**config.mk**
```make
export PLATFORM = sky130hd
export DESIGN_NAME = crc_serial_gen_flat
export DESIGN_NICKNAME = d
export VERILOG_FILES = /design/src/rtl/crc_pkg.sv /design/src/rtl/crc_serial_gen_if.sv /design/src/rtl/crc_lfsr_step.sv /design/src/rtl/crc_serial_gen.sv /design/src/flat_wrapper.sv
export SDC_FILE = /design/constraint.sdc
export NUM_CORES = 1
export LEC_CHECK = 0
export BUFFER_PORTS_ARGS = -buffer_cell sky130_fd_sc_hd__buf_2
export CAP_MARGIN = 30
export CORE_MARGIN = 8
export CORE_UTILIZATION = 35
export CTS_CLUSTER_DIAMETER = 200
export DETAILED_ROUTE_END_ITERATION = 16
export GPL_ROUTABILITY_DRIVEN = 0
export SLEW_MARGIN = 20
export SYNTH_ARGS = -nofsm -noshare
export SYNTH_HDL_FRONTEND = slang
export SYNTH_SLANG_ARGS = --single-unit
export TNS_END_PERCENT = 20
```
**constraint.sdc**
```tcl
create_clock -name CLK -period 2.9 [get_ports CLK]
set_input_delay 0.29 -clock CLK [delete_from_list [all_inputs] [get_ports CLK]]
set_output_delay 0.29 -clock CLK [all_outputs]
set_load 0.01 [all_outputs]
```
**src/rtl/crc_pkg.sv**
```systemverilog
// Shared constants and FSM state type for the serial CRC generator.
// Optional zero-check outputs are enabled with `define CRC_CHECK_EN.
package crc_pkg;

  localparam int unsigned DefWidth = 8;
  localparam logic [7:0]  DefPoly  = 8'h44;
  localparam logic [7:0]  DefSeed  = 8'hD8;

  typedef enum logic [1:0] {
    StIdle     = 2'd0,
    StShiftIn  = 2'd1,
    StShiftOut = 2'd2
  } crc_state_e;

endpackage

```
**src/rtl/crc_serial_gen_if.sv**
```systemverilog
// Serial message/CRC bus for crc_serial_gen; master drives the message, slave returns the CRC.
// With `define CRC_CHECK_EN the bus also carries chk_done/chk_ok from the slave.
interface crc_serial_gen_if;

  logic data;
  logic active;
  logic crc;
  logic valid;
  logic busy;

`ifdef CRC_CHECK_EN
  logic chk_done;
  logic chk_ok;

  modport master (
    output data, active,
    input  crc, valid, busy, chk_done, chk_ok
  );

  modport slave (
    input  data, active,
    output crc, valid, busy, chk_done, chk_ok
  );
`else
  modport master (
    output data, active,
    input  crc, valid, busy
  );

  modport slave (
    input  data, active,
    output crc, valid, busy
  );
`endif

endinterface

```
**src/rtl/crc_lfsr_step.sv**
```systemverilog
// One-bit Galois LFSR step: the feedback enters the top stage and is XORed into tapped stages.
module crc_lfsr_step
  import crc_pkg::*;
#(
  parameter int unsigned      WIDTH = DefWidth,
  parameter logic [WIDTH-1:0] POLY  = DefPoly
) (
  input  logic [WIDTH-1:0] reg_i,
  input  logic             data_i,
  output logic [WIDTH-1:0] reg_o
);

  logic fb;

  always_comb begin
    fb    = reg_i[0] ^ data_i;
    // The top tap bit is not used: the top stage always takes the raw feedback.
    reg_o = {fb, reg_i[WIDTH-1:1]} ^ ({WIDTH{fb}} & {1'b0, POLY[WIDTH-2:0]});
  end

endmodule

```
**src/rtl/crc_serial_gen.sv**
```systemverilog
// Serial CRC generator: absorbs message bits while active, then shifts the CRC out LSB first.
// `define CRC_CHECK_EN adds a chk_done/chk_ok pulse reporting whether the register was zero.
module crc_serial_gen
  import crc_pkg::*;
#(
  parameter int unsigned      WIDTH = DefWidth,
  parameter logic [WIDTH-1:0] POLY  = DefPoly,
  parameter logic [WIDTH-1:0] SEED  = DefSeed
) (
  input logic             CLK,
  input logic             RST,
  crc_serial_gen_if.slave bus
);

  localparam int unsigned CntW = $clog2(WIDTH) + 1;

  crc_state_e       state_q, state_d;
  logic [WIDTH-1:0] reg_q, reg_d;
  logic [WIDTH-1:0] step_reg;
  logic [CntW-1:0]  cnt_q, cnt_d;
  logic             crc_q, crc_d;
  logic             valid_q, valid_d;
  logic             busy_q, busy_d;
  logic             frame_end;

  crc_lfsr_step #(
    .WIDTH (WIDTH),
    .POLY  (POLY)
  ) u_step (
    .reg_i  (reg_q),
    .data_i (bus.data),
    .reg_o  (step_reg)
  );

  assign frame_end = (state_q == StShiftIn) && !bus.active;

  always_comb begin
    state_d = state_q;
    reg_d   = reg_q;
    cnt_d   = cnt_q;
    crc_d   = crc_q;
    valid_d = valid_q;
    busy_d  = busy_q;
    unique case (state_q)
      StIdle, StShiftIn: begin
        if (bus.active) begin
          reg_d   = step_reg;
          state_d = StShiftIn;
        end else if (frame_end) begin
          state_d = StShiftOut;
          crc_d   = reg_q[0];
          valid_d = 1'b1;
          busy_d  = 1'b1;
          reg_d   = reg_q >> 1;
          cnt_d   = CntW'(1);
        end
      end
      StShiftOut: begin
        // cnt_q counts bits already presented; input is ignored throughout.
        if (cnt_q == CntW'(WIDTH)) begin
          state_d = StIdle;
          crc_d   = 1'b0;
          valid_d = 1'b0;
          busy_d  = 1'b0;
          reg_d   = SEED;
          cnt_d   = '0;
        end else begin
          crc_d = reg_q[0];
          reg_d = reg_q >> 1;
          cnt_d = cnt_q + CntW'(1);
        end
      end
      default: begin
        state_d = StIdle;
        reg_d   = SEED;
        cnt_d   = '0;
        crc_d   = 1'b0;
        valid_d = 1'b0;
        busy_d  = 1'b0;
      end
    endcase
  end

  always_ff @(posedge CLK or negedge RST) begin
    if (!RST) begin
      state_q <= StIdle;
      reg_q   <= SEED;
      cnt_q   <= '0;
      crc_q   <= 1'b0;
      valid_q <= 1'b0;
      busy_q  <= 1'b0;
    end else begin
      state_q <= state_d;
      reg_q   <= reg_d;
      cnt_q   <= cnt_d;
      crc_q   <= crc_d;
      valid_q <= valid_d;
      busy_q  <= busy_d;
    end
  end

  assign bus.crc   = crc_q;
  assign bus.valid = valid_q;
  assign bus.busy  = busy_q;

`ifdef CRC_CHECK_EN
  logic chk_done_q;
  logic chk_ok_q;

  // chk_ok looks at the register before the first output shift; it holds until the next frame.
  always_ff @(posedge CLK or negedge RST) begin
    if (!RST) begin
      chk_done_q <= 1'b0;
      chk_ok_q   <= 1'b0;
    end else begin
      chk_done_q <= frame_end;
      if (frame_end) begin
        chk_ok_q <= (reg_q == '0);
      end
    end
  end

  assign bus.chk_done = chk_done_q;
  assign bus.chk_ok   = chk_ok_q;
`endif

endmodule

```
**src/flat_wrapper.sv**
```systemverilog
// flat-port wrapper written by rule: the top's interface ports become plain ports
module crc_serial_gen_flat import crc_pkg::*;
#(
  parameter int unsigned      WIDTH = DefWidth,
  parameter logic [WIDTH-1:0] POLY  = DefPoly,
  parameter logic [WIDTH-1:0] SEED  = DefSeed
)
  (CLK, RST, bus_data, bus_active, bus_crc, bus_valid, bus_busy);
  crc_serial_gen_if bus_i ();
  input logic CLK;
  input logic RST;
  input wire logic [$bits(bus_i.data)-1:0] bus_data;
  input wire logic [$bits(bus_i.active)-1:0] bus_active;
  output wire logic [$bits(bus_i.crc)-1:0] bus_crc;
  output wire logic [$bits(bus_i.valid)-1:0] bus_valid;
  output wire logic [$bits(bus_i.busy)-1:0] bus_busy;
  assign bus_i.data = bus_data;
  assign bus_i.active = bus_active;
  assign bus_crc = bus_i.crc;
  assign bus_valid = bus_i.valid;
  assign bus_busy = bus_i.busy;
  crc_serial_gen #(.WIDTH(WIDTH), .POLY(POLY), .SEED(SEED)) u_core (.CLK(CLK), .RST(RST), .bus(bus_i));
endmodule
```
==> results by group, run 1 <==
Synth
  • Post-synthesis adder-cell area fraction: 0.03026
  • Post-synth EDFFs: 0
  • Register area share after synthesis: 0.4902
  • Main combinational cell family by area after synthesis: simple AND/OR/NAND/NOR gates
  • Netlist Area Pre-Place: 827.0 µm²
  • Main synth FF type: dfrtp_1
  • Yosys warns: 0
  • Post-synthesis mux area share: 0.06354
  • Netlist cell types: 35
  • Top cells by area, synth: dfrtp_1 (36%), dfstp_2 (13%), mux2i_1 (3.6%), o21ai_0 (3.6%), nand2_1 (3.6%)
  • Cells after synthesis: 79
  • Flops & latches, synth: 16
  • Synth top area share: 0.3631
  • Top cells by count, synth: dfrtp_1 (12), nand2_1 (8), o21ai_0 (6)
  • XOR/XNOR share of the synthesized area: 0.01059
  • Syn nets: 85
  • Count leader, synth: dfrtp_1
  • Avg Synthesized Cell Area: 10.47 µm²
  • Top cell type by total area after synthesis: dfrtp_1
  • Post-Synth Simple-Gate Area: 0.1815
  • Synth Area in Compound Gates: 0.1725
  • Ys async rst share: 1.000

Critical path
  • Slowest stage cell, crit path: dfrtp_1
  • Setup CP Type: reg -> reg
  • Startpoint Class: register
  • Worst EP arrival: 1.71 ns
  • R2R cell count: 4
  • Max FO, Critical Path: 21
  • CP Cell Sequence: nor2b_2 -> nand2_1 -> nor3_1 -> a311o_1
  • Data required, critical path: 3.08 ns
  • Crit end category: register
  • Max incr delay on CP: 0.60 ns

STA
  • Max Slew Vio Count: 0
  • Final setup viols: 0
  • Clk_skew: 0.0007171 ns
  • Tmin final: 1.531 ns
  • RSZ-0062 raised after global routing: false
  • Final period util: 0.5279
  • Worst Tran Pin Value: 0.5711 ns
  • Max Freq: 0.6532 GHz
  • Final hold viol count: 0
  • Setup TNS: 0 ns
  • Worst relative slew slack: 0.6193

CTS
  • Clk_lat worst skew: 0.29 ns
  • Clk sink count: 16
  • Resized cells post-CTS: 0
  • Post CTS Setup Buffer Count: 0
  • TritonCTS clock tree: built
  • Root buffer cell: clkbuf_4
  • CTS H-tree lvls: 1
  • Num CTS Buffers: 3
  • Clock Path Buffers: 2
  • Clock transition at path regs: 0.09 ns

Place
  • # port buffers: 6
  • Cell total after placement: 108
  • DP Wirelength: 1069 µm

Floorplanning
  • Die ar.: 4174 µm²
  • I/O pins: 7
  • Floorplan core area: 2233 µm²
  • Row Count: 17
  • Initial core utilization: 0.3703
  • Die height: 64.61 µm
  • Die width: 64.61 µm

Layout
  • Layout Area Growth over Synthesis: 9.682%
  • Final Non-Filler Cells: 113
  • Nets: 92
  • Share of cells above drive strength 1: 0.2353
  • ANT cells: 0

GRT
  • First-pass GRT wire length: 2849 µm
  • Antenna violations before repair: 0
  • Largest net degree at the start of global routing: 22
  • Vias in the first global route: 634
  • GR Util All Layers: 0.08389
  • Overflow after GRT: 0

Drt
  • Via-to-Cell Ratio: 5.398
  • Via Count: 610
  • DR top layer: met4
  • DR pass1 iterations: 4
  • WL per Instance: 13.77 µm
  • DRT met1 WL: 760 µm
  • Antenna-violating nets left: 0
  • Detail Route met3 WL: 44 µm
  • Metal2 WL: 718 µm
  • DRC: 0
  • Starting DRT DRC Count: 7
  • Total Wirelength: 1556 µm

Power
  • Total power: 913.6 µW
  • Leak: 0.3754 nW
  • Power per Cell Area: 1007 nW/µm²
  • VDD IR max: 0.0005247 V

Job
  • Max-cap violations: 0

Worst hold path
  • Hold Path Depth: 3
  • Worst Hold Class: in -> reg

Run status
  • Status: finished clean
per-stage QoR:
stage                     hold WS (ns)  utilization  cell area, µm²  setup WS [ns]
final                           0.3591       0.4062           907.1          1.369
after detailed placement        0.2209       0.3854           860.8          1.380
after global placement          0.2192       0.3854           860.8          1.412
after CTS                       0.3529       0.4062           907.1          1.373
after floorplan              -0.005591            -           827.0          1.514
after global routing            0.3667       0.4062           907.1          1.231
logic make-up (layout without fill, tap and decap cells):
kind of cell,after synthesis,in the layout
and+or+nand+nor,26,26
xor gates and xnor gates,1,1
buffers and inverters,8,14
DFF,16,16
AOI/OAI and AO/OA,21,21
muxes,5,5
adders and majority gates,2,2
routing by layer:
| metal | GRT usage | vias up |
|---|---|---|
| li1 | - | 296 |
| met1 | 0.09889 | 304 |
| met2 | 0.1366 | 5 |
| met3 | 0.02234 | 5 |
| met4 | 0.04360 | 0 |
| met5 | 0 | - |
worst paths after layout:
kind                                               startpoint                            end  slack [ns]
worst max register to register  u_core.state_q[1]$_DFFE_PN0P_    u_core.cnt_q[3]$_DFFE_PN0P_        1.37
min in group asynchronous                                 RST    u_core.cnt_q[0]$_DFFE_PN0P_        0.44
worst max-delay path            u_core.state_q[1]$_DFFE_PN0P_    u_core.cnt_q[3]$_DFFE_PN0P_        1.37
worst min register to register    u_core.cnt_q[2]$_DFFE_PN0P_    u_core.cnt_q[2]$_DFFE_PN0P_        0.52
worst min-delay path                               bus_active  u_core.state_q[0]$_DFFE_PN0P_        0.36
max in group asynchronous                                 RST    u_core.reg_q[7]$_DFFE_PN1P_        2.16
power breakdown:
group / switching, mW / total, mW / internal [mW] / leakage, nW
sequential: 0.119 / 0.456 / 0.337 / 0.191
clock: 0.0709 / 0.147 / 0.0765 / 0.0210
combinational: 0.150 / 0.310 / 0.160 / 0.163
total: 0.340 / 0.914 / 0.574 / 0.375
worst max-delay path, delay by kind of cell, from the launching register on:
family | cells | cell delay, ns
flip-flops | 1 | 0.60
AO/OA/AOI/OAI | 1 | 0.31
AND/OR/NAND/NOR | 3 | 0.51
repair_timing:
item / in CTS / in global routing
hold buffers: 1 / 0
setup endpoints to repair: 0 / 0
hold endpoints to repair: 12 / 0
cell type report:
| type | instances | area [µm²] |
|---|---|---|
| flip-flops and latches | 16 | 405.4 |
| repair buffers | 7 | 40.04 |
| multi-input cells | 55 | 379.1 |
| well taps | 28 | 35.03 |
| clock buffers | 4 | 36.28 |
| inverters | 3 | 11.26 |
| fillers | 232 | 1326 |
cells in the final DEF (no fill, tap or decap), types with 2 or more instances in the layout:
cell      netlist  routed
buf_2           1       6
clkbuf_4        0       3
dfrtp_1        12      12
dfstp_2         4       4
ha_1            2       2
inv_1           3       3
mux2_2          2       2
mux2i_1         3       3
nand2_1         8       8
nand2b_1        2       2
nand3b_1        3       3
nor2_1          3       3
nor2b_2         2       2
o21ai_0         6       6
o22a_1          3       3
o22ai_1         4       4
registers in the layout (all words and copies together) (netlist names):
signal,flops
u_core.bus.busy,1
u_core.bus.crc,1
u_core.state_q,2
u_core.reg_q,8
u_core.cnt_q,4
Note: power is estimated with default switching activity, not from simulation.
==> run 2: changes to the inputs <==
ABC_AREA = 1   (was unset)
clock period = 1.42 ns   (was 2.9 ns; I/O delays follow)
==> results by group, run 2 <==
Synth
  • Post-Synth Simple-Gate Area: 0.2468 (was 0.1815)
  • Synth Area in Compound Gates: 0.09873 (was 0.1725)
  • Synth top area share: 0.3822 (was 0.3631)
  • Ys async rst share: 1.000 (unchanged)
  • Main combinational cell family by area after synthesis: simple AND/OR/NAND/NOR gates (unchanged)
  • Top cell type by total area after synthesis: dfrtp_1 (unchanged)
  • Top cells by area, synth: dfrtp_1 (38%), dfstp_2 (13%), nand2_1 (9.6%), inv_1 (8.1%), nand3_1 (5.1%) (was dfrtp_1 (36%), dfstp_2 (13%), mux2i_1 (3.6%), o21ai_0 (3.6%), nand2_1 (3.6%))
  • Netlist cell types: 18 (was 35)
  • Netlist Area Pre-Place: 785.8 µm² (was 827.0 µm²)
  • Cells after synthesis: 94 (was 79)
  • Flops & latches, synth: 16 (unchanged)
  • Post-synthesis mux area share: 0 (was 0.06354)
  • Main synth FF type: dfrtp_1 (unchanged)
  • Post-synth EDFFs: 0 (unchanged)
  • Post-synthesis adder-cell area fraction: 0.03185 (was 0.03026)
  • Avg Synthesized Cell Area: 8.359 µm² (was 10.47 µm²)
  • XOR/XNOR share of the synthesized area: 0.01115 (was 0.01059)
  • Count leader, synth: nand2_1 (was dfrtp_1)
  • Yosys warns: 0 (unchanged)
  • Syn nets: 100 (was 85)
  • Register area share after synthesis: 0.5159 (was 0.4902)
  • Top cells by count, synth: nand2_1 (20), inv_1 (17), dfrtp_1 (12) (was dfrtp_1 (12), nand2_1 (8), o21ai_0 (6))

GRT
  • First-pass GRT wire length: 2628 µm (was 2849 µm)
  • GR Util All Layers: 0.07910 (was 0.08389)
  • Met3 usage: 0.03357 (was 0.02234)
  • Met2 Resource Use GR: 0.1407 (was 0.1366)
  • Top Usage Layer GRT: met2 (unchanged)
  • Largest net degree at the start of global routing: 17 (was 22)
  • Vias in the first global route: 617 (was 634)
  • Met1 usage in global routing: 0.08454 (was 0.09889)
  • Overflow after GRT: 0 (unchanged)
  • Antenna violations before repair: 0 (unchanged)

Layout
  • Share of cells above drive strength 1: 0.2095 (was 0.2353)
  • Biggest register: u_core.reg_q (unchanged)
  • Commonest non-fill, non-tap cell in the layout: nand2_1 (was dfrtp_1)
  • ANT cells: 0 (unchanged)
  • Layout Area Growth over Synthesis: 14.49% (was 9.682%)
  • Commonest non-fill, non-tap cells in the layout: nand2_1 (20), inv_1 (17), dfrtp_1 (12), nor2_1 (9), nand3_1 (7) (was dfrtp_1 (12), nand2_1 (8), o21ai_0 (6), buf_2 (6))
  • Largest registers: u_core.reg_q x8, u_core.cnt_q x4, u_core.state_q x2 (unchanged)
  • Final core occ: 0.4146 (was 0.4062)
  • Flip-flop count of the largest register after layout: 8 (unchanged)
  • Final Non-Filler Cells: 133 (was 113)
  • Nets: 112 (was 92)

Power
  • VDD IR max: 0.001043 V (was 0.0005247 V)
  • Leak: 0.4739 nW (was 0.3754 nW)
  • Power per Cell Area: 2078 nW/µm² (was 1007 nW/µm²)

STA
  • Final period util: 0.9327 (was 0.5279)
  • RSZ-0062 raised after global routing: false (unchanged)
  • Worst Tran Pin Value: 0.3608 ns (was 0.5711 ns)
  • Clk_skew: 0.01095 ns (was 0.0007171 ns)
  • Max Freq: 0.7550 GHz (was 0.6532 GHz)
  • Final setup viols: 0 (unchanged)
  • Setup TNS: 0 ns (unchanged)
  • Max Slew Vio Count: 0 (unchanged)
  • Final hold viol count: 0 (unchanged)
  • Tmin final: 1.325 ns (was 1.531 ns)
  • Worst relative slew slack: 0.7594 (was 0.6193)

Critical path
  • Setup CP Type: reg -> reg (unchanged)
  • Startpoint Class: register (unchanged)
  • Worst EP arrival: 1.49 ns (was 1.71 ns)
  • R2R cell count: 7 (was 4)
  • Max FO, Critical Path: 5 (was 21)
  • R2R Setup Slk: 0.1 ns (was 1.37 ns)
  • Crit end category: register (unchanged)
  • Data required, critical path: 1.58 ns (was 3.08 ns)

Drt
  • DR pass1 iterations: 4 (unchanged)
  • DRC: 0 (unchanged)
  • Antenna-violating nets left: 0 (unchanged)
  • Total Wirelength: 1442 µm (was 1556 µm)
  • Via-to-Cell Ratio: 4.534 (was 5.398)
  • WL per Instance: 10.84 µm (was 13.77 µm)
  • Via Count: 603 (was 610)
  • Starting DRT DRC Count: 6 (was 7)

CTS
  • CTS H-tree lvls: 1 (unchanged)
  • Root buffer cell: clkbuf_4 (unchanged)
  • Num CTS Buffers: 3 (unchanged)
  • Clk_lat worst skew: 0.29 ns (about the same)
  • Clock Path Buffers: 2 (unchanged)
  • TritonCTS clock tree: built (unchanged)
  • Clk sink count: 16 (unchanged)
  • Clock transition at path regs: 0.09 ns (about the same)

Place
  • DP Wirelength: 1118 µm (was 1069 µm)
  • Cell total after placement: 127 (was 108)
  • # port buffers: 6 (unchanged)

Floorplanning
  • Die width: 63.38 µm (was 64.61 µm)
  • Die ar.: 4017 µm² (was 4174 µm²)
  • Floorplan core area: 2170 µm² (was 2233 µm²)
  • Row Count: 17 (unchanged)
  • I/O pins: 7 (unchanged)
  • Initial core utilization: 0.3622 (was 0.3703)
  • Die height: 63.38 µm (was 64.61 µm)

Worst hold path
  • Worst Hold Class: in -> reg (unchanged)
  • Hold Path Depth: 3 (unchanged)

Run status
  • Status: finished clean (unchanged)

Job
  • Max-cap violations: 0 (unchanged)
run 2: changes by cell type after synthesis, moves of 7 or more:
cell / delta
nand3_1: +7
nand2_1: +12
inv_1: +14
nor2_1: +7
run 2: worst paths after layout:
kind	start	end
setup reg to reg	u_core.cnt_q[0]$_DFFE_PN0P_	u_core.reg_q[2]$_DFFE_PN0P_
min in group asynchronous	RST	u_core.cnt_q[1]$_DFFE_PN0P_
hold reg to reg	u_core.reg_q[4]$_DFFE_PN1P_	u_core.reg_q[3]$_DFFE_PN1P_
hold / removal	bus_active	u_core.state_q[0]$_DFFE_PN0P_
setup / recovery	u_core.cnt_q[0]$_DFFE_PN0P_	u_core.reg_q[2]$_DFFE_PN0P_
max in group asynchronous	RST	u_core.reg_q[3]$_DFFE_PN1P_
run 2: cell type report:
type / instances / area (µm²)
multi-input combinational: 59 / 317.8
clock buffer: 4 / 26.28
sequential: 16 / 405.4
inverter: 18 / 67.56
fill: 230 / 1270
tap: 28 / 35.03
timing repair buffer: 8 / 47.55
run 2: cells by family (layout without fill, tap and decap cells):
| family | after synthesis | after routing |
|---|---|---|
| fa+ha+maj | 2 | 2 |
| xor+xnor | 1 | 1 |
| simple gates | 43 | 43 |
| buf+inv | 19 | 30 |
| compound gates | 13 | 13 |
| flops | 16 | 16 |
run 2: repair_timing:
action	CTS	global route
resized for setup	0	3
hold endpoints to repair	12	0
hold buffers	1	0
setup buffers	0	1
setup endpoints to repair	0	8
run 2: through the flow:
stage               area (µm²)  hold slack [ns]  total power, mW  setup WS [ns]
floorplan                785.8          -0.1536            1.410         0.1974
global placement         843.3          0.07211            1.577        0.06972
detailed placement       843.3          0.07328            1.599        0.05259
CTS                      879.6           0.1036            1.859        0.02385
global route             899.6           0.1196            2.056       0.003106
finish                   899.6           0.1074            1.870        0.09550
run 2: power by group:
group	internal [mW]	switching, mW	total (mW)
registers	0.697	0.131	0.828
logic	0.303	0.493	0.795
clock network	0.109	0.137	0.247
run 2: per-layer routing:
metal,vias to the layer above,share of wire
li1,319,-
met1,274,0.43
met2,8,0.51
met3,2,0.051
met4,0,0.0069
met5,-,0
run 2: worst max-delay path: stages (launching register included):
cell     delay [ns]
dfrtp_1        0.42
inv_1          0.09
ha_1           0.16
nand3_2        0.14
nor2_2         0.16
nor2_4         0.06
nand3_1        0.08
o21ai_0        0.08
